[config.mk]
export PLATFORM = sky130hd
export DESIGN_NAME = sc_sng_pair
export DESIGN_NICKNAME = d
export VERILOG_FILES = /design/src/rtl/sc_pkg.sv /design/src/rtl/sc_lfsr.sv /design/src/rtl/sc_sng_pair.sv
export SDC_FILE = /design/constraint.sdc
export NUM_CORES = 1
export LEC_CHECK = 0
export ABC_AREA = 1
export CELL_PAD_IN_SITES_DETAIL_PLACEMENT = 2
export CELL_PAD_IN_SITES_GLOBAL_PLACEMENT = 2
export CORE_MARGIN = 10
export CORE_UTILIZATION = 26
export CTS_BUF_LIST = sky130_fd_sc_hd__clkbuf_2 sky130_fd_sc_hd__clkbuf_4 sky130_fd_sc_hd__clkbuf_8
export CTS_CLUSTER_SIZE = 14
export DETAILED_ROUTE_END_ITERATION = 6
export HOLD_SLACK_MARGIN = 0.06
export PLACE_DENSITY = 0.72
export SLEW_MARGIN = 10
export SYNTH_ARGS = -nofsm -noshare
export SYNTH_HDL_FRONTEND = slang
export SYNTH_HIERARCHICAL = 1
export SYNTH_SLANG_ARGS = --single-unit
[constraint.sdc]
create_clock -name clk -period 3.8 [get_ports clk]
set_input_delay 1.14 -clock clk [delete_from_list [all_inputs] [get_ports clk]]
set_output_delay 1.14 -clock clk [all_outputs]
set_load 0.03 [all_outputs]
[src/rtl/sc_pkg.sv]
// Shared stochastic-computing definitions: LFSR tap table, stream length and
// the sequencing states used by the generator, multiplier and stream counter.
package sc_pkg;

  typedef enum logic [1:0] {
    IDLE = 2'd0,
    RUN  = 2'd1,
    DONE = 2'd2
  } state_t;

  // Left-shifting Fibonacci feedback mask: bit (t-1) set for each tap x^t.
  function automatic logic [15:0] lfsr_taps(input int n);
    logic [15:0] m;
    case (n)
      4:       m = 16'h000C;
      5:       m = 16'h0014;
      6:       m = 16'h0030;
      7:       m = 16'h0060;
      8:       m = 16'h00B8;
      9:       m = 16'h0110;
      10:      m = 16'h0240;
      11:      m = 16'h0500;
      12:      m = 16'h0829;
      13:      m = 16'h100D;
      14:      m = 16'h2015;
      15:      m = 16'h6000;
      16:      m = 16'hD008;
      default: m = 16'h00B8;
    endcase
    return m;
  endfunction

  function automatic int unsigned stream_len(input int n);
    return (32'd1 << n) - 32'd1;
  endfunction

endpackage

[src/rtl/sc_lfsr.sv]
// Maximal-length Fibonacci LFSR; reset and load both restore SEED, so the
// all-zero state is unreachable as long as SEED is nonzero.
module sc_lfsr
  import sc_pkg::*;
#(
  parameter int          N    = 8,
  parameter int unsigned SEED = 32'h01
) (
  input  logic         clk,
  input  logic         rst,
  input  logic         load,
  input  logic         en,
  output logic [N-1:0] Q
);

  localparam logic [15:0]  TAPS16 = lfsr_taps(N);
  localparam logic [N-1:0] TAPS   = TAPS16[N-1:0];
  localparam logic [N-1:0] SEED_V = SEED[N-1:0];

  logic [N-1:0] r_q;
  logic         w_fb;

  assign w_fb = ^(r_q & TAPS);
  assign Q    = r_q;

  always_ff @(posedge clk or negedge rst) begin
    if (!rst) begin
      r_q <= SEED_V;
    end else if (load) begin
      r_q <= SEED_V;
    end else if (en) begin
      r_q <= {r_q[N-2:0], w_fb};
    end
  end

endmodule

[src/rtl/sc_sng_pair.sv]
// Stochastic number generator pair: turns two N-bit magnitudes into two
// unipolar bitstreams of length 2^N-1, decorrelated or sharing LFSR A.
module sc_sng_pair
  import sc_pkg::*;
#(
  parameter int          N      = 8,
  parameter int unsigned SEED_A = 32'hB4,
  parameter int unsigned SEED_B = 32'h5A
) (
  input  logic         clk,
  input  logic         rst,
  input  logic         start,
  input  logic [N-1:0] A,
  input  logic [N-1:0] B,
  input  logic         corr,
  output logic         SA,
  output logic         SB,
  output logic         valid,
  output logic         last,
  output logic         busy,
  output logic         done,
  output state_t       dbg_state
);

  localparam logic [N-1:0] CNT_LAST = N'(stream_len(N) - 1);

  state_t       r_state, w_next;
  logic         w_load, w_step;
  logic [N-1:0] w_lfsr_a, w_lfsr_b, w_sel;
  logic [N-1:0] r_a, r_b, r_count;
  logic         r_corr;
  logic         r_sa, r_sb, r_valid, r_last, r_busy, r_done;

  sc_lfsr #(.N(N), .SEED(SEED_A)) u_lfsr_a (
    .clk (clk),
    .rst (rst),
    .load(w_load),
    .en  (w_step),
    .Q   (w_lfsr_a)
  );

  sc_lfsr #(.N(N), .SEED(SEED_B)) u_lfsr_b (
    .clk (clk),
    .rst (rst),
    .load(w_load),
    .en  (w_step),
    .Q   (w_lfsr_b)
  );

  assign w_sel = r_corr ? w_lfsr_a : w_lfsr_b;

  always_comb begin
    w_next = r_state;
    w_load = 1'b0;
    w_step = 1'b0;
    case (r_state)
      IDLE: begin
        if (start) begin
          w_next = RUN;
          w_load = 1'b1;
        end
      end
      RUN: begin
        w_step = 1'b1;
        if (r_count == CNT_LAST) w_next = DONE;
      end
      DONE:    w_next = IDLE;
      default: w_next = IDLE;
    endcase
  end

  always_ff @(posedge clk or negedge rst) begin
    if (!rst) r_state <= IDLE;
    else      r_state <= w_next;
  end

  // Outputs lag the state by one edge, so busy covers every valid bit and done.
  always_ff @(posedge clk or negedge rst) begin
    if (!rst) begin
      r_a     <= '0;
      r_b     <= '0;
      r_corr  <= 1'b0;
      r_count <= '0;
      r_sa    <= 1'b0;
      r_sb    <= 1'b0;
      r_valid <= 1'b0;
      r_last  <= 1'b0;
      r_busy  <= 1'b0;
      r_done  <= 1'b0;
    end else begin
      r_sa    <= 1'b0;
      r_sb    <= 1'b0;
      r_valid <= 1'b0;
      r_last  <= 1'b0;
      r_done  <= 1'b0;
      r_busy  <= (r_state != IDLE);
      case (r_state)
        IDLE: begin
          if (start) begin
            r_a     <= A;
            r_b     <= B;
            r_corr  <= corr;
            r_count <= '0;
          end
        end
        RUN: begin
          r_sa    <= (w_lfsr_a <= r_a);
          r_sb    <= (w_sel <= r_b);
          r_valid <= 1'b1;
          r_last  <= (r_count == CNT_LAST);
          r_count <= r_count + 1'b1;
        end
        DONE:    r_done <= 1'b1;
        default: ;
      endcase
    end
  end

  assign SA        = r_sa;
  assign SB        = r_sb;
  assign valid     = r_valid;
  assign last      = r_last;
  assign busy      = r_busy;
  assign done      = r_done;
  assign dbg_state = r_state;

endmodule

# Word-level counts from Yosys, hierarchy flattened
# Cells that the tools add are included.
[op_classes] addsub=1 order_cmp=2 n_eq_ne=5 muxes=17 n_reduce_logical=9
[op_table] cell="2-to-1 mux 8 bit" n=6
[op_table] cell="<= comparator 8 bit" n=2
[op_table] cell="one-hot mux 8 bit (2 select lines)" n=1
[op_table] cell="XOR reduction 8 bit" n=2
[op_table] cell="adder 8 x 1 -> 8 bit (second input constant)" n=1
[op_table] cell="== test 8 bit (second input constant)" n=1
[op_table] cell="2-to-1 mux 1 bit" n=7
[op_table] cell="AND reduction 2 bit" n=3
[op_table] cell="nonzero test 2 bit" n=3
[op_table] cell="2-to-1 mux 2 bit" n=2
[op_table] cell="!= test 2 bit (second input constant)" n=2
[op_table] cell="one-hot mux 2 bit (2 select lines)" n=1
[op_table] cell="== test 2 x 1 -> 1 bit (second input constant)" n=1
[op_table] cell="== test 2 bit (second input constant)" n=1
[op_table] cell="logical NOT 2 bit" n=1
[totals] register_bits=49 input_bits=20 output_inout_bits=8 word_cells=47

# Logic depth before layout (Yosys ltp)
[logic_depth] depth_word=4 mapped_depth=12 mapped_depth_nobuf=12

# By module
# Netlist, hierarchy kept.
[modules_own_cells] module="sc_sng_pair" instances=1 cells_per_inst=213 area_per_inst_um2=1919.3 seq_area_each_um2=825.8
[modules_own_cells] module="sc_lfsr (u_lfsr_b)" instances=1 cells_per_inst=47 area_per_inst_um2=399.1 seq_area_each_um2=205.2
[modules_own_cells] module="sc_lfsr (u_lfsr_a)" instances=1 cells_per_inst=45 area_per_inst_um2=387.9 seq_area_each_um2=205.2

# Least setup slack after synthesis
# OpenSTA, ideal clock, no wires.
[synth_timing] kind="input to register" start="input start" end="register u_lfsr_b.r_q[5] (netlist: u_lfsr_b/Q[5])" setup_time_ns=0.080 arrival_ns=1.773 required_time_ns=3.720 slack_ns=1.947 stages=6 path_buffers=1 cell_sequence="nand2_4 > inv_8 > buf_12 > nor2_2 > inv_2 > o22ai_2"
[synth_via] elab_chain_cells=3 elab_cells_between_ends=4 cone_classes="mux: 3; reduce/logical: 1"
[synth_lines] item="from (decl)" line="sc_sng_pair.sv:12" text="input logic start,"
[synth_lines] item="2-to-1 mux 1 bit *" line="sc_sng_pair.sv:58" text="if (start) begin"
[synth_lines] item="2-to-1 mux 1 bit *" line="sc_sng_pair.sv:56" text="case (r_state)"
[synth_lines] item="via w_load" line="sc_sng_pair.sv:28" text="logic w_load, w_step;"
[synth_lines] item="2-to-1 mux 8 bit or nonzero test 2 bit (tied branches)"
[synth_lines] item="to (signal assigned)" line="sc_lfsr.sv:32" text="r_q <= {r_q[N-2:0], w_fb};"
[synth_lines] item="to (decl)" line="sc_lfsr.sv:20" text="logic [N-1:0] r_q;"
# The timed path passes the listed nets; every way through them passes the cells marked *.
# A chain may end at the register's enable or synchronous reset.

# Worst setup path in the final report
[layout_timing] start="register r_state[0] (netlist: dbg_state[0])" end="output dbg_state[0]"
[layout_rtl] item="from (decl)" line="sc_sng_pair.sv:27" text="state_t r_state, w_next;"
[layout_rtl] item="from (signal assigned)" line="sc_sng_pair.sv:74" text="else r_state <= w_next;"
[layout_rtl] item="to (decl)" line="sc_sng_pair.sv:22" text="output state_t dbg_state"
# No word-level cell between the ends.

==> impl_metrics.env <==
export IMPL_hold_worst_slack_ns=0.510
export IMPL_num_fill_cells=1184
export IMPL_worst_hold_class="register to register"
export IMPL_final_setup_tns_ns=0
export IMPL_rsz0062_at_grt="no"
export IMPL_worst_path_stages=1
export IMPL_mappedNetlistArea_um2=2710
export IMPL_grt_antenna_before_repair=0
export IMPL_numPortBuffers=27
export IMPL_min_path_cells=2
export IMPL_via_per_inst=4.47
export IMPL_maximum_number_of_pins_on_one_net_before_global_route_repair=44
export IMPL_die_w_um=122
export IMPL_path_max_fanout=4
export IMPL_ff2ff_path_depth=6
export IMPL_yosys_area_share_xor_xnor_pct=0.971
export IMPL_ir_drop_uv=117
export IMPL_post_synth_fa_ha_maj_area_fraction_pct=8.32
export IMPL_final_layout_size_suffix_gt1_share_pct=19.3
export IMPL_multiInputGateArea_um2=1210
export IMPL_cts_hold_repair_buffers=0
export IMPL_timing_slew_headroom_pct=59.9
export IMPL_cts_num_sinks=49
export IMPL_tritoncts="yes"
export IMPL_grt_first_pass_wirelength_mm=12.0
export IMPL_remaining_drc_errors=0
export IMPL_drt_pass1_iter_count=4
export IMPL_post_cts_setup_buffers=0
export IMPL_vertical_extent_of_the_die_um=122
export IMPL_status="finished clean"
export IMPL_crit_family="buffers and inverters"
export IMPL_global_route_usage_total_pct=9.97
export IMPL_area_growth_syn_to_layout_pct=18.0
export IMPL_coreArea_um2=10200
export IMPL_clockRootBuffer="sky130_fd_sc_hd__clkbuf_8"
export IMPL_layout_common_cells="sky130_fd_sc_hd__nand2_1, sky130_fd_sc_hd__dfrtp_1, sky130_fd_sc_hd__inv_1"
export IMPL_stdcell_area_um2=3190
export IMPL_yosys_mux_area_fraction_pct=2.91
export IMPL_simple_gate_share_of_the_synthesized_area_pct=19.5
export IMPL_drt_wl_total_mm=6.99
export IMPL_overflow=0
export IMPL_htree_num_levels=2
export IMPL_syn_instance_count=305
export IMPL_post_dp_hpwl_mm=5.36
export IMPL_clk_pin_slew_ns=0.10
export IMPL_placed_area_um2=3080
export IMPL_total_number_of_vias=2112
export IMPL_finClkSkew_ns=0.0133
export IMPL_time_the_final_worst_path_needs_with_i_o_delays_and_setup_ns=2.60
export IMPL_power_static_leakage_uw=0.00155
export IMPL_fmaxAchievable_mhz=385
export IMPL_critical_path_slowest_cell="sky130_fd_sc_hd__clkdlybuf4s50_1"
export IMPL_startpoint_type="register"
export IMPL_slowest_delay_ns=0.71
export IMPL_postSynthNetCount=343
export IMPL_max_clock_path_buffers=2
export IMPL_floorplan_initialDensity_pct=26.5
export IMPL_cap_violations=0
export IMPL_arrival_ns=1.46
export IMPL_dieArea_um2=14900
export IMPL_ios=28
export IMPL_critPathRequiredTime_ns=2.66
export IMPL_power_density_nw_per_um2=297
export IMPL_max_slew_worst_pin_slew_ns=0.602
export IMPL_final_antenna_net_count=0
export IMPL_path_buf_inv=1
export IMPL_synth_top_family_by_area="simple AND/OR/NAND/NOR gates"
export IMPL_number_of_global_route_vias_before_repair=2486
export IMPL_ys_seq_area_share_pct=45.7
export IMPL_final_max_slew_violation_count=0
export IMPL_placement_rows=37
export IMPL_clk_latency_ns=0.31
export IMPL_numCtsBuffers=5
export IMPL_nNetsFinal=373
export IMPL_worst_setup_path_type="register to primary output"
export IMPL_finalHoldViolCount=0
export IMPL_setup_viol=0
export IMPL_antennaDiodeCount=0
export IMPL_most_common_cell_after_layout_fill_and_taps_aside="sky130_fd_sc_hd__nand2_1"
export IMPL_yosys_warnings=6
export IMPL_kind_of_capture_point_of_the_worst_setup_path="primary output"
export IMPL_post_synth_cell_area_avg_um2=8.87
export IMPL_ys_types=32
export IMPL_wl_per_cell_um=14.8
export IMPL_register_area_um2=1240
export IMPL_final_min_period_over_clock_period_pct=68.4
export IMPL_synth_compound_area_share_pct=12.9
export IMPL_flop_and_latch_count_out_of_synthesis=49
export IMPL_cts_repair_resize_count=0
export IMPL_dr_first_iter_drc_count=52
export IMPL_crit_path_cell_trace="clkdlybuf4s50_1"
export IMPL_place_congestion=0.777
export IMPL_post_route_util_pct=31.2
-- sequential cells by signal (all words and copies together), names as in the netlist --
signal	count
done	1
u_lfsr_b/Q	8
r_corr	1
dbg_state	2
busy	1
r_b	8
valid	1
r_a	8
r_count	8
SA	1
last	1
SB	1
u_lfsr_a/Q	8
-- Yosys cell counts --
master / instances / share of area [%]
sky130_fd_sc_hd__nand3_2: 1 / 0.37
sky130_fd_sc_hd__a21oi_1: 15 / 2.8
sky130_fd_sc_hd__inv_2: 7 / 0.97
sky130_fd_sc_hd__a21o_1: 2 / 0.55
sky130_fd_sc_hd__dfstp_2: 8 / 7.8
sky130_fd_sc_hd__dfrtp_1: 41 / 38
sky130_fd_sc_hd__nor2_2: 4 / 0.92
sky130_fd_sc_hd__buf_6: 1 / 0.42
sky130_fd_sc_hd__a22o_1: 1 / 0.32
sky130_fd_sc_hd__xor2_1: 1 / 0.32
sky130_fd_sc_hd__nand4_1: 3 / 0.69
sky130_fd_sc_hd__mux2_2: 7 / 2.9
sky130_fd_sc_hd__a31oi_1: 1 / 0.23
sky130_fd_sc_hd__o31ai_1: 1 / 0.28
sky130_fd_sc_hd__nor2_4: 2 / 0.83
sky130_fd_sc_hd__o21ai_1: 5 / 0.92
sky130_fd_sc_hd__inv_1: 41 / 5.7
sky130_fd_sc_hd__xnor2_1: 2 / 0.65
sky130_fd_sc_hd__buf_12: 2 / 1.5
sky130_fd_sc_hd__nand3_1: 5 / 0.92
sky130_fd_sc_hd__nor2_1: 14 / 1.9
sky130_fd_sc_hd__inv_8: 1 / 0.42
sky130_fd_sc_hd__buf_2: 1 / 0.18
sky130_fd_sc_hd__o21ai_0: 11 / 2.0
sky130_fd_sc_hd__ha_1: 18 / 8.3
sky130_fd_sc_hd__o21ai_2: 15 / 4.9
sky130_fd_sc_hd__buf_8: 1 / 0.55
sky130_fd_sc_hd__nand2_4: 1 / 0.42
sky130_fd_sc_hd__nand3b_1: 1 / 0.28
sky130_fd_sc_hd__nand2_2: 7 / 1.6
sky130_fd_sc_hd__nand2_1: 83 / 12
sky130_fd_sc_hd__o22ai_2: 2 / 0.92
-- area by class of cell --
type | instances | share of cell area, %
Clock buffer | 6 | 2.39
Clock inverter | 2 | 1.21
Inverter | 49 | 6.00
Multi-Input combinational cell | 202 | 37.8
Sequential cell | 49 | 38.7
Tap cell | 136 | 5.33
Timing Repair Buffer | 28 | 8.54
-- layer usage --
layer	share of wire [%]	track usage (%)	up-vias	wire, um
li1	-	-	1024	-
met1	43	11.2	1060	3040
met2	52	18.0	21	3640
met3	3.3	2.54	7	229
met4	1.1	3.06	0	78
met5	0	0	-	0
-- power breakdown --
| group | internal (uW) | switching, uW |
|---|---|---|
| Combinational | 17.1 | 13.9 |
| Sequential | 521 | 0 |
| Clock | 205 | 189 |
| Total | 744 | 203 |
-- worst register-to-register path, delay by kind of cell, from the launching register on --
family,cells,cell delay [ns]
AND/OR/NAND/NOR,3,0.35
flip-flops,1,0.58
multiplexers,1,0.40
AO/OA/AOI/OAI,1,0.15
adder cells (fa/ha/maj),1,0.30
-- cells by family after synthesis --
group | after synthesis
AND/OR/NAND/NOR | 121
buffers and inverters | 54
AO/OA/AOI/OAI | 53
flip-flops | 49
adder cells (fa/ha/maj) | 18
multiplexers | 7
XOR/XNOR | 3
-- worst paths after layout --
path / from / endpoint / slack, ns
worst min register to register: r_b[0] / r_b[0] / 0.51
max in group asynchronous: rst / u_lfsr_b/Q[6] / 2.17
worst max register to register: r_corr / SB / 1.95
worst max-delay path: dbg_state[0] / dbg_state[0] / 1.20
min in group asynchronous: rst / r_a[6] / 0.83
worst min-delay path: r_b[0] / r_b[0] / 0.51
-- through the flow --
step | total power, uW | std cells | setup slack, ns
2_1_floorplan | 532 | 305 | 1.95
3_3_place_gp | 563 | 464 | 1.33
3_5_place_dp | 564 | 464 | 1.29
4_1_cts | 962 | 472 | 1.18
5_1_grt | 990 | 472 | 1.12
6_report | 947 | 472 | 1.20
No activity file was read; power rests on OpenSTA's default activity.
